===== config.mk =====
export PLATFORM = sky130hd
export DESIGN_NAME = fetch_stage
export DESIGN_NICKNAME = d
export VERILOG_FILES = /design/src/rtl/fetch_stage_pkg.sv /design/src/rtl/fetch_stage.sv
export SDC_FILE = /design/constraint.sdc
export NUM_CORES = 1
export LEC_CHECK = 0
export ABC_AREA = 1
export BUFFER_PORTS_ARGS = -buffer_cell sky130_fd_sc_hd__buf_4
export CORE_ASPECT_RATIO = 0.75
export CORE_MARGIN = 5
export CORE_UTILIZATION = 48
export CTS_BUF_LIST = sky130_fd_sc_hd__clkbuf_4
export DETAILED_ROUTE_END_ITERATION = 16
export PLACE_DENSITY = 0.91
export SETUP_SLACK_MARGIN = 0.4
export SLEW_MARGIN = 5
export SYNTH_ARGS = -nofsm -noshare
export SYNTH_HDL_FRONTEND = slang
export SYNTH_SLANG_ARGS = --single-unit

===== constraint.sdc =====
create_clock -name clk_i -period 1.85 [get_ports clk_i]
set_input_delay 0.185 -clock clk_i [delete_from_list [all_inputs] [get_ports clk_i]]
set_output_delay 0.185 -clock clk_i [all_outputs]
set_load 0.05 [all_outputs]

===== src/rtl/fetch_stage_pkg.sv =====
// Shared fetch/decode constants: bubble and terminator encodings plus the fetch FSM state.
package fetch_stage_pkg;

  localparam logic [31:0] NOP_WORD  = 32'h0000_0013;
  localparam logic [31:0] HALT_WORD = 32'h0000_0000;

  typedef enum logic {
    RUN  = 1'b0,
    HALT = 1'b1
  } fetch_state_e;

endpackage


===== src/rtl/fetch_stage.sv =====
// Instruction-fetch stage: owns the pc, presents it to a combinational imem and
// registers the returned word into IF/ID, with stall, redirect/flush and halt.
module fetch_stage
  import fetch_stage_pkg::*;
#(
  parameter int          PC_WIDTH  = 8,
  parameter int          CNT_WIDTH = 16,
  parameter logic [31:0] NOP       = NOP_WORD,
  parameter logic [31:0] TERM      = HALT_WORD
) (
  input  logic                 clk_i,
  input  logic                 rst_i,
  output logic [PC_WIDTH-1:0]  imem_addr_o,
  input  logic [31:0]          imem_instr_i,
  input  logic                 stall_i,
  input  logic                 redirect_i,
  input  logic [PC_WIDTH-1:0]  redirect_pc_i,
  output logic [31:0]          ifid_instr_o,
  output logic [PC_WIDTH-1:0]  ifid_pc_o,
  output logic                 ifid_valid_o,
  output logic                 halted_o,
  output logic [CNT_WIDTH-1:0] fetch_count_o
);

  fetch_state_e         state_q, state_d;
  logic [PC_WIDTH-1:0]  pc_q, pc_d;
  logic [31:0]          ifid_instr_q, ifid_instr_d;
  logic [PC_WIDTH-1:0]  ifid_pc_q, ifid_pc_d;
  logic                 ifid_valid_q, ifid_valid_d;
  logic [CNT_WIDTH-1:0] cnt_q, cnt_d;

  // Redirect beats everything, in either state; HALT otherwise freezes fetch.
  always_comb begin
    state_d      = state_q;
    pc_d         = pc_q;
    ifid_instr_d = ifid_instr_q;
    ifid_pc_d    = ifid_pc_q;
    ifid_valid_d = ifid_valid_q;
    cnt_d        = cnt_q;
    if (redirect_i) begin
      state_d      = RUN;
      pc_d         = redirect_pc_i;
      ifid_instr_d = NOP;
      ifid_valid_d = 1'b0;
    end else if (state_q == RUN && !stall_i) begin
      if (imem_instr_i == TERM) begin
        state_d      = HALT;
        ifid_instr_d = NOP;
        ifid_valid_d = 1'b0;
      end else begin
        pc_d         = pc_q + PC_WIDTH'(1);
        ifid_instr_d = imem_instr_i;
        ifid_pc_d    = pc_q;
        ifid_valid_d = 1'b1;
        if (cnt_q != '1) cnt_d = cnt_q + CNT_WIDTH'(1);
      end
    end
  end

  always_ff @(posedge clk_i or posedge rst_i) begin
    if (rst_i) begin
      state_q <= RUN;
      pc_q    <= '0;
    end else begin
      state_q <= state_d;
      pc_q    <= pc_d;
    end
  end

  always_ff @(posedge clk_i or posedge rst_i) begin
    if (rst_i) begin
      ifid_instr_q <= NOP;
      ifid_pc_q    <= '0;
      ifid_valid_q <= 1'b0;
      cnt_q        <= '0;
    end else begin
      ifid_instr_q <= ifid_instr_d;
      ifid_pc_q    <= ifid_pc_d;
      ifid_valid_q <= ifid_valid_d;
      cnt_q        <= cnt_d;
    end
  end

  assign imem_addr_o   = pc_q;
  assign ifid_instr_o  = ifid_instr_q;
  assign ifid_pc_o     = ifid_pc_q;
  assign ifid_valid_o  = ifid_valid_q;
  assign halted_o      = (state_q == HALT);
  assign fetch_count_o = cnt_q;

endmodule

* After elaboration in Yosys (flattened, before gate mapping)
Cells that the tools add are included.
Storage, ports and cells: output and inout port bits 66, flip-flop bits (word level) 66, bits of input ports 44
Cells by class: $add $sub $neg 2, reductions and logical operators 9, multiplexer cells 12, bitwise gates (word level) 3, equal/unequal tests 2
Operators by type and width (number):
- $mux W32 | 3
- $logic_not A32 Y1 | 1
- $mux W8 | 3
- $add A16 B1 Y16 const B | 1
- $ne A16 B16 Y1 const B | 1
- $add A8 B1 Y8 const B | 1
- $mux W1 | 6
- $reduce_and A2 Y1 | 2
- $reduce_and A4 Y1 | 1
- $reduce_bool A2 Y1 | 2
- $not A1 Y1 | 3
- $reduce_and A3 Y1 | 1
- $ne A2 B2 Y1 const B | 1
- $logic_and A1 B1 Y1 | 1
- $logic_not A1 Y1 | 1

* Depth between registers and ports, before layout
Gate-level depths: netlist (run 1).
depth in word-level cells 4, mapped depth 10

* Worst setup path before layout (run 1)
Ideal clock, no wire load.
kind register -> register, from register cnt_q[1], in the netlist fetch_count_o[1], to register cnt_q[9], in the netlist fetch_count_o[9], library setup time 0.120 ns, data arrival time 1.761 ns, cell stages (with the launch flop) 10, period minus slack after synthesis 1.881 ns, path slack -0.031 ns, path buffers 1, cells stage by stage dfrtp_1 > ha_1 > nand2_1 > nor2_4 > nand2_2 > nor2_2 > nor2_2 > buf_2 > nand4_1 > nand2_1
On the way: longest elaborated chain between the ends 2
Ends and longest elaborated chain:
- start: declaration | line fetch_stage.sv:30 | logic [CNT_WIDTH-1:0] cnt_q, cnt_d;
- start signal: assignment | line fetch_stage.sv:80 | cnt_q <= cnt_d;
- parallel branches: the longest is 2 deep, another holds $add A16 B1 Y16
Several ways; the timed one is not identified. A chain may end at the register's enable or synchronous reset.

* Worst setup path in the final report (run 1)
from register cnt_q[0], in the netlist fetch_count_o[0], to register cnt_q[15], in the netlist fetch_count_o[15]
Same word-level chain as after synthesis.

==> results of run 1 <==
==> logic make-up after synthesis <==
| family | Yosys count | synth area share |
|---|---|---|
| flip-flops | 66 | 0.474 |
| adder cells (fa/ha/maj) | 2 | 0.00716 |
| XOR/XNOR | 5 | 0.0125 |
| AO/OA/AOI/OAI | 9 | 0.0165 |
| AND/OR/NAND/NOR | 340 | 0.426 |
| buffers and inverters | 55 | 0.0634 |
==> cell type report <==
class	count	share of cell area
inverter	34	0.0269
timing repair buffer	147	0.238
multi-input combinational	357	0.346
clock inverter	6	0.00691
sequential	66	0.342
clock buffer	10	0.0153
tap	98	0.0251
==> sequential cells by signal, summed over array words and instances (netlist names) <==
register and cells:
ifid_valid_o 1, imem_addr_o 8, ifid_pc_o 8, fetch_count_o 16, halted_o 1, ifid_instr_o 32
==> routing by layer <==
| layer | part of all wire | global-route usage |
|---|---|---|
| met1 | 0.40 | 0.296 |
| met3 | 0.10 | 0.0781 |
| met2 | 0.48 | 0.380 |
| met4 | 0.023 | 0.0929 |
| met5 | 0 | 0 |
==> through the flow <==
step | cell area (um2) | power (W) | hold slack, ps | setup slack, ps | utilization
4_1_cts | 4780 | 0.00385 | 1.89 | 352 | 0.689
2_1_floorplan | 3550 | 0.00257 | 327 | 243 | -
3_3_place_gp | 4470 | 0.00298 | 306 | 339 | 0.645
5_1_grt | 4890 | 0.00411 | 0.0209 | 235 | 0.706
6_report | 4890 | 0.00391 | 22.5 | 316 | 0.706
3_5_place_dp | 4470 | 0.00301 | 305 | 304 | 0.645
==> final timing paths <==
check                      depth (start not counted)             start  slack, ps                 to
setup / recovery                                   9  fetch_count_o[0]        320  fetch_count_o[15]
hold / removal                                     3  imem_instr_i[11]         20   ifid_instr_o[11]
setup reg to reg                                   9  fetch_count_o[0]        320  fetch_count_o[15]
hold reg to reg                                    2   ifid_instr_o[1]        480    ifid_instr_o[1]
max in group asynchronous                          4             rst_i       1130           halted_o
min in group asynchronous                          4             rst_i        390   ifid_instr_o[16]
==> cell usage in the layout, fill, tap and decap left out, drive strengths merged, types with 3 or more instances in the layout <==
cell type,n
dfrtp,63
nand3,72
dlygate4sd3,18
xor2,4
nand4,28
clkinvlp,3
clkinv,4
nand2,196
dfstp,3
o31ai,3
buf,129
nor2,42
clkbuf,10
inv,33
==> power by group <==
part	switching, W	internal, W
clock	0.000523	0.000279
sequential	0.000158	0.00159
combinational	0.000891	0.000473
total	0.00157	0.00234
==> repair_timing <==
item,CTS,global route
pin swaps,1,3
setup buffers,4,7
endpoints found under the hold margin,78,2
cloned,0,1
gates resized for setup,2,10
endpoints found under the setup margin,16,17
hold buffers,16,2
==> worst max-delay path, cell delays in order (launching register included) <==
cell                      delay (ps)
sky130_fd_sc_hd__dfrtp_2         460
sky130_fd_sc_hd__ha_4            190
sky130_fd_sc_hd__nand2_4          70
sky130_fd_sc_hd__nor2_4           50
sky130_fd_sc_hd__nand2_2          90
sky130_fd_sc_hd__nor2_4           40
sky130_fd_sc_hd__nor2_4          170
sky130_fd_sc_hd__nand3_4         180
sky130_fd_sc_hd__nand2_1         120
sky130_fd_sc_hd__nand2_1          60
==> flow_summary.json, run 1 <==
{
  "run_status": "completed",
  "clkLatencyLatePin_ps": 420,
  "drt-wirelength-per-cell_um": 15.0,
  "fmax_mhz": 652,
  "min-delay-path-class": "in -> reg",
  "worst_slew_margin_rel": 0.669,
  "drcViolationCount": 0,
  "cts-root-to-sink-buffers": 2,
  "grt_usage": 0.238,
  "die_h_um": 83.9,
  "detail_route.vias_per_cell": 5.27,
  "netlist.top_cell.by_area": "sky130_fd_sc_hd__dfrtp_1",
  "number_of_distinct_library_cell_variants_in_the_gate_level_netlist_after_synthesis": 27,
  "synthMostInstantiatedCell": "sky130_fd_sc_hd__nand2_1",
  "syn-instance-count": 477,
  "cts_tree": "yes",
  "setup_total_negative_slack_ps": 0,
  "setup_violations": 0,
  "num-nets-final": 661,
  "htreeDepth": 3,
  "flip_flop_and_latch_count_after_synthesis": 66,
  "cts.root.buffer_cell": "sky130_fd_sc_hd__clkbuf_4",
  "worst_pin_slew_ps": 495,
  "dr_total_vias": 3787,
  "nFillCells": 562,
  "initial_core_utilization": 0.504,
  "cts_clk_pin_slew_worst_paths_ps": 110,
  "first_global_vias": 3749,
  "end_kind": "register",
  "critical_path.max_fanout": 8,
  "area_delta_synth_final_pct": 40.1,
  "synth_flop_cell": "sky130_fd_sc_hd__dfrtp_1",
  "synth_warnings": 0,
  "seq_area_frac_synth": 0.474,
  "timing.critical_path.required_ps": 2160,
  "grt_setup_unrepaired": "true",
  "setup_crit_start_kind": "register",
  "numPortBuffers": 109,
  "inserted_clock_buffers": 9,
  "detail-route-antenna-nets": 0,
  "yosys-top-cells-area": "sky130_fd_sc_hd__dfrtp_1, sky130_fd_sc_hd__nand2_1, sky130_fd_sc_hd__nand3_1",
  "period_share": 0.829,
  "timing.critical_path.arrival_ps": 1840,
  "postSynthAreaPerCell_um2": 7.32,
  "dieArea_um2": 9100,
  "timing_max_transition_violations_final": 0,
  "finish.cell_count_without_fillers": 718,
  "floorplan.io_pins": 110,
  "power-per-cell-area_nw_per_um2": 800,
  "power_leakage_nw": 2.64,
  "fp-row-count": 26,
  "clock_sinks": 66,
  "synth_edf_count": 0,
  "initial_antenna_violation_count": 0,
  "route.final.wire_length_um": 10700,
  "layout-drive-gt1-share": 0.300,
  "synth_common_cells": "sky130_fd_sc_hd__nand2_1, sky130_fd_sc_hd__nand3_1, sky130_fd_sc_hd__dfrtp_1",
  "drv_cap": 0,
  "timing.setup.critical_path_class": "reg -> reg",
  "grt_remaining_overflow": 0,
  "multiInputGateArea_um2": 1690,
  "die_w_um": 108,
  "grt_first_pass_wirelength_um": 17400,
  "skew_ps": 12.4,
  "core_box_area_um2": 6930,
  "routabilityCongestion": 0.859,
  "post-place-cells": 672,
  "area.sequential_um2": 1670,
  "synthesized_net_count": 523,
  "dp_hpwl_um": 7270,
  "post_synth_instance_area_um2": 3490,
  "hold_violations": 0,
  "async_reset_ff_frac": 1.00,
  "diodes": 0,
  "power.ir.vdd_worst_mv": 0.527,
  "share_of_the_synthesized_area_in_the_top_cell_type": 0.451,
  "grt_start_max_net_pins": 67,
  "detail_route.first_pass.iterations": 4,
  "final_period_minus_worst_setup_slack_ps": 1530,
  "drt_iter0_markers": 270
}
Power figures use the tool's default switching activity.
==> inputs of run 2 (changes only) <==
Settings changed: CORE_UTILIZATION 48 to 53, PLACE_DENSITY 0.91 to 0.95.
Clock period 1.85 ns to 1.44 ns, I/O delays scaled along.
==> run 2 against run 1 <==
Against the previous run: the flow now stops in global routing; synthesized area unchanged; synthesized cell count stayed put.
==> flow_summary.json, run 2 <==
{
  "post-place-cells": 668,
  "halt_stage": "global routing",
  "syn-instance-count": 477,
  "die_h_um": 80.3,
  "run_status": "aborted with a tool error",
  "tool_error": "[ERROR DPL-0038] Utilization greater than 100%, impossible to legalize",
  "numPortBuffers": 109,
  "placed_cell_area_um2": 4620,
  "synth_warnings": 0,
  "synth_common_cells": "sky130_fd_sc_hd__nand2_1, sky130_fd_sc_hd__nand3_1, sky130_fd_sc_hd__dfrtp_1",
  "post_synth_instance_area_um2": 3490,
  "async_reset_ff_frac": 1.00,
  "cts-root-to-sink-buffers": 2,
  "fp-row-count": 25,
  "yosys-top-cells-area": "sky130_fd_sc_hd__dfrtp_1, sky130_fd_sc_hd__nand2_1, sky130_fd_sc_hd__nand3_1",
  "inserted_clock_buffers": 9,
  "preCtsSetupSlack_ps": -54.6,
  "share_of_the_synthesized_area_in_the_top_cell_type": 0.451,
  "post_synth_and_or_nand_nor_area_fraction": 0.426,
  "synth.area.mux_share": 0,
  "routabilityCongestion": 0.877,
  "die_w_um": 104,
  "netlist.top_cell.by_area": "sky130_fd_sc_hd__dfrtp_1",
  "grt_start_max_net_pins": 67,
  "initial_core_utilization": 0.550,
  "flip_flop_and_latch_count_after_synthesis": 66,
  "htreeDepth": 3,
  "synth_edf_count": 0,
  "postSynthAreaPerCell_um2": 7.32,
  "floorplan.io_pins": 110,
  "synthMostInstantiatedCell": "sky130_fd_sc_hd__nand2_1",
  "yosys.area_share.adder": 0.00717,
  "clock_sinks": 66,
  "dp_hpwl_um": 7750,
  "synthesized_net_count": 523,
  "synth_xor_area_frac": 0.0125,
  "number_of_distinct_library_cell_variants_in_the_gate_level_netlist_after_synthesis": 27,
  "worst-ep-kind": "register data pin",
  "cts.root.buffer_cell": "sky130_fd_sc_hd__clkbuf_4",
  "worst_endpoint": "fetch_count_o[13]$_DFFE_PP0P_/D",
  "combinational_family_with_the_most_area_after_synthesis": "simple AND/OR/NAND/NOR gates",
  "seq_area_frac_synth": 0.474,
  "synth_flop_cell": "sky130_fd_sc_hd__dfrtp_1",
  "synth_compound_gate_area_share": 0.0165
}
==> run 2: cell counts after synthesis <==
No cell type changed its count.
==> run 2: through the flow <==
step	hold WS (ps)	TNS [ps]
after floorplan	286	-1890
after global placement	267	0
after detailed placement	268	-294
after CTS	10.9	-215
==> run 2: cells by family after synthesis <==
group	count (synthesis)
XOR/XNOR	5
flip-flops	66
AO/OA/AOI/OAI	9
AND/OR/NAND/NOR	340
adder cells (fa/ha/maj)	2
buffers and inverters	55
==> run 2: repair_timing <==
action | CTS
cloned | 1
setup endpoints to repair | 131
resized for setup | 148
hold buffers | 28
endpoints found under the hold margin | 90
pin swaps | 34
setup buffers | 44
==> inputs of run 3 (changes only) <==
Settings changed: CORE_ASPECT_RATIO 0.75 to unset, CORE_UTILIZATION 53 to 40, CTS_BUF_LIST sky130_fd_sc_hd__clkbuf_4 to unset, PLACE_DENSITY 0.95 to unset, PLACE_DENSITY_LB_ADDON set to 0.15, SETUP_SLACK_MARGIN 0.4 to unset.
==> run 3 against run 2 <==
Against the previous run: the flow now finishes, with violations (setup timing).
==> flow_summary.json, run 3 (same netlist as run 1, synthesis figures left out) <==
{
  "clock_sinks": 66,
  "clkLatencyLatePin_ps": 340,
  "min-delay-path-class": "in -> reg",
  "inserted_clock_buffers": 9,
  "floorplan.io_pins": 110,
  "drt-wirelength-per-cell_um": 13.9,
  "hold_violations": 0,
  "power.ir.vdd_worst_mv": 0.617,
  "placed_cell_area_um2": 4680,
  "critical_path.max_fanout": 8,
  "timing_max_transition_violations_final": 0,
  "final_cell_area_um2": 5070,
  "multiInputGateArea_um2": 1720,
  "fp-row-count": 34,
  "die_w_um": 103,
  "drt_iter0_markers": 171,
  "reg2reg_from": "fetch_count_o[1]",
  "dp_hpwl_um": 7410,
  "cts_clk_pin_slew_worst_paths_ps": 70,
  "grt_usage": 0.199,
  "detail_route.vias_per_cell": 4.97,
  "timing.setup.critical_path_class": "reg -> reg",
  "largest_reg_flops": 32,
  "violations": "setup timing",
  "period_share": 1.03,
  "final_period_minus_worst_setup_slack_ps": 1480,
  "worst_pin_slew_ps": 436,
  "num-nets-final": 663,
  "drv_cap": 0,
  "dr_total_vias": 3629,
  "layout_common_cells": "sky130_fd_sc_hd__nand2_1, sky130_fd_sc_hd__buf_4, sky130_fd_sc_hd__nand3_1",
  "timing.critical_path.required_ps": 1670,
  "core_box_area_um2": 8590,
  "timing.hold.ws_ps": 46.6,
  "critical_path.startpoint": "fetch_count_o[1]",
  "cts_tree": "yes",
  "power-per-cell-area_nw_per_um2": 1190,
  "cts-root-to-sink-buffers": 2,
  "htreeDepth": 3,
  "run_status": "complete, but fails checks",
  "area.sequential_um2": 1670,
  "power_leakage_nw": 2.76,
  "setup_crit_start_kind": "register",
  "die_h_um": 103,
  "worst_hold_path.num_cells": 3,
  "preCtsSetupSlack_ps": -6.94,
  "end_kind": "register",
  "grt_setup_unrepaired": "true",
  "cts.root.buffer_cell": "sky130_fd_sc_hd__clkbuf_8",
  "setup_violations": 11,
  "area_delta_synth_final_pct": 45.1,
  "grt_start_max_net_pins": 67,
  "final_core_util": 0.590,
  "first_global_vias": 3600,
  "worst_slack_ps": -39.4,
  "dieArea_um2": 10700,
  "timing.critical_path.arrival_ps": 1710,
  "initial_antenna_violation_count": 0,
  "layout-drive-gt1-share": 0.336,
  "grt_remaining_overflow": 0,
  "nFillCells": 826,
  "numPortBuffers": 109,
  "drcViolationCount": 0,
  "routabilityCongestion": 0.832,
  "setup_total_negative_slack_ps": -261,
  "fmax_mhz": 676,
  "route.final.wire_length_um": 10200,
  "layout_commonest_cell": "sky130_fd_sc_hd__nand2_1",
  "detail-route-antenna-nets": 0,
  "skew_ps": 8.37,
  "worst_slew_margin_rel": 0.709,
  "diodes": 0,
  "initial_core_utilization": 0.406,
  "detail_route.first_pass.iterations": 5,
  "grt_first_pass_wirelength_um": 16700,
  "worstHoldStart": "imem_instr_i[19]",
  "worst_r2r_path_depth": 10
}
run 3: final cells by class:
| type | count | area share |
|---|---|---|
| Clock buffer | 10 | 0.0272 |
| Clock inverter | 6 | 0.0272 |
| Inverter | 34 | 0.0259 |
| Multi-Input combinational cell | 357 | 0.339 |
| Sequential cell | 66 | 0.330 |
| Tap cell | 108 | 0.0267 |
| Timing Repair Buffer | 149 | 0.224 |
run 3: worst max-delay path: stages (launching register included):
cell and delay, ps:
sky130_fd_sc_hd__dfrtp_2 430, sky130_fd_sc_hd__ha_4 180, sky130_fd_sc_hd__nand2_4 70, sky130_fd_sc_hd__nor2_4 40, sky130_fd_sc_hd__nand2_2 90, sky130_fd_sc_hd__nor2_4 40, sky130_fd_sc_hd__nor2_4 120, sky130_fd_sc_hd__buf_6 120
sky130_fd_sc_hd__nand3_4 120, sky130_fd_sc_hd__nand2_1 110, sky130_fd_sc_hd__nand2_1 50
run 3: final timing paths:
path / to / slack, ps
worst max-delay path: fetch_count_o[13] / -40
worst min-delay path: ifid_instr_o[19] / 50
worst max register to register: fetch_count_o[13] / -40
worst min register to register: ifid_instr_o[4] / 470
max in group asynchronous: ifid_instr_o[4] / 670
min in group asynchronous: ifid_instr_o[20] / 440
run 3: stage by stage:
stage	total power, W	instances
6_report	0.00604	730
5_1_grt	0.00633	730
4_1_cts	0.00608	726
3_5_place_dp	0.00394	708
3_3_place_gp	0.00391	708
2_1_floorplan	0.00330	477
run 3: report_power, final:
part / switching [W] / internal (W) / leakage [nW]
combinational: 0.00113 / 0.000576 / 1.78
sequential: 0.000172 / 0.00204 / 0.841
clock: 0.000734 / 0.00138 / 0.137
run 3: routing by layer:
| metal | wire, um | up-vias | GRT usage | part of all wire |
|---|---|---|---|---|
| li1 | - | 1824 | - | - |
| met1 | 4440 | 1690 | 0.255 | 0.44 |
| met2 | 4790 | 103 | 0.315 | 0.47 |
| met3 | 775 | 12 | 0.0664 | 0.076 |
| met4 | 163 | 0 | 0.0687 | 0.016 |
| met5 | 0 | - | 0 | 0 |
run 3: repair_timing:
action                                  4_1_cts  5_1_grt
pin swaps                                     1        3
buffers inserted                              1        3
gates cloned                                  0        1
endpoints found under the setup margin       13       24
hold buffers                                  1        0
resized for setup                             1       16
hold endpoints to repair                     63        0
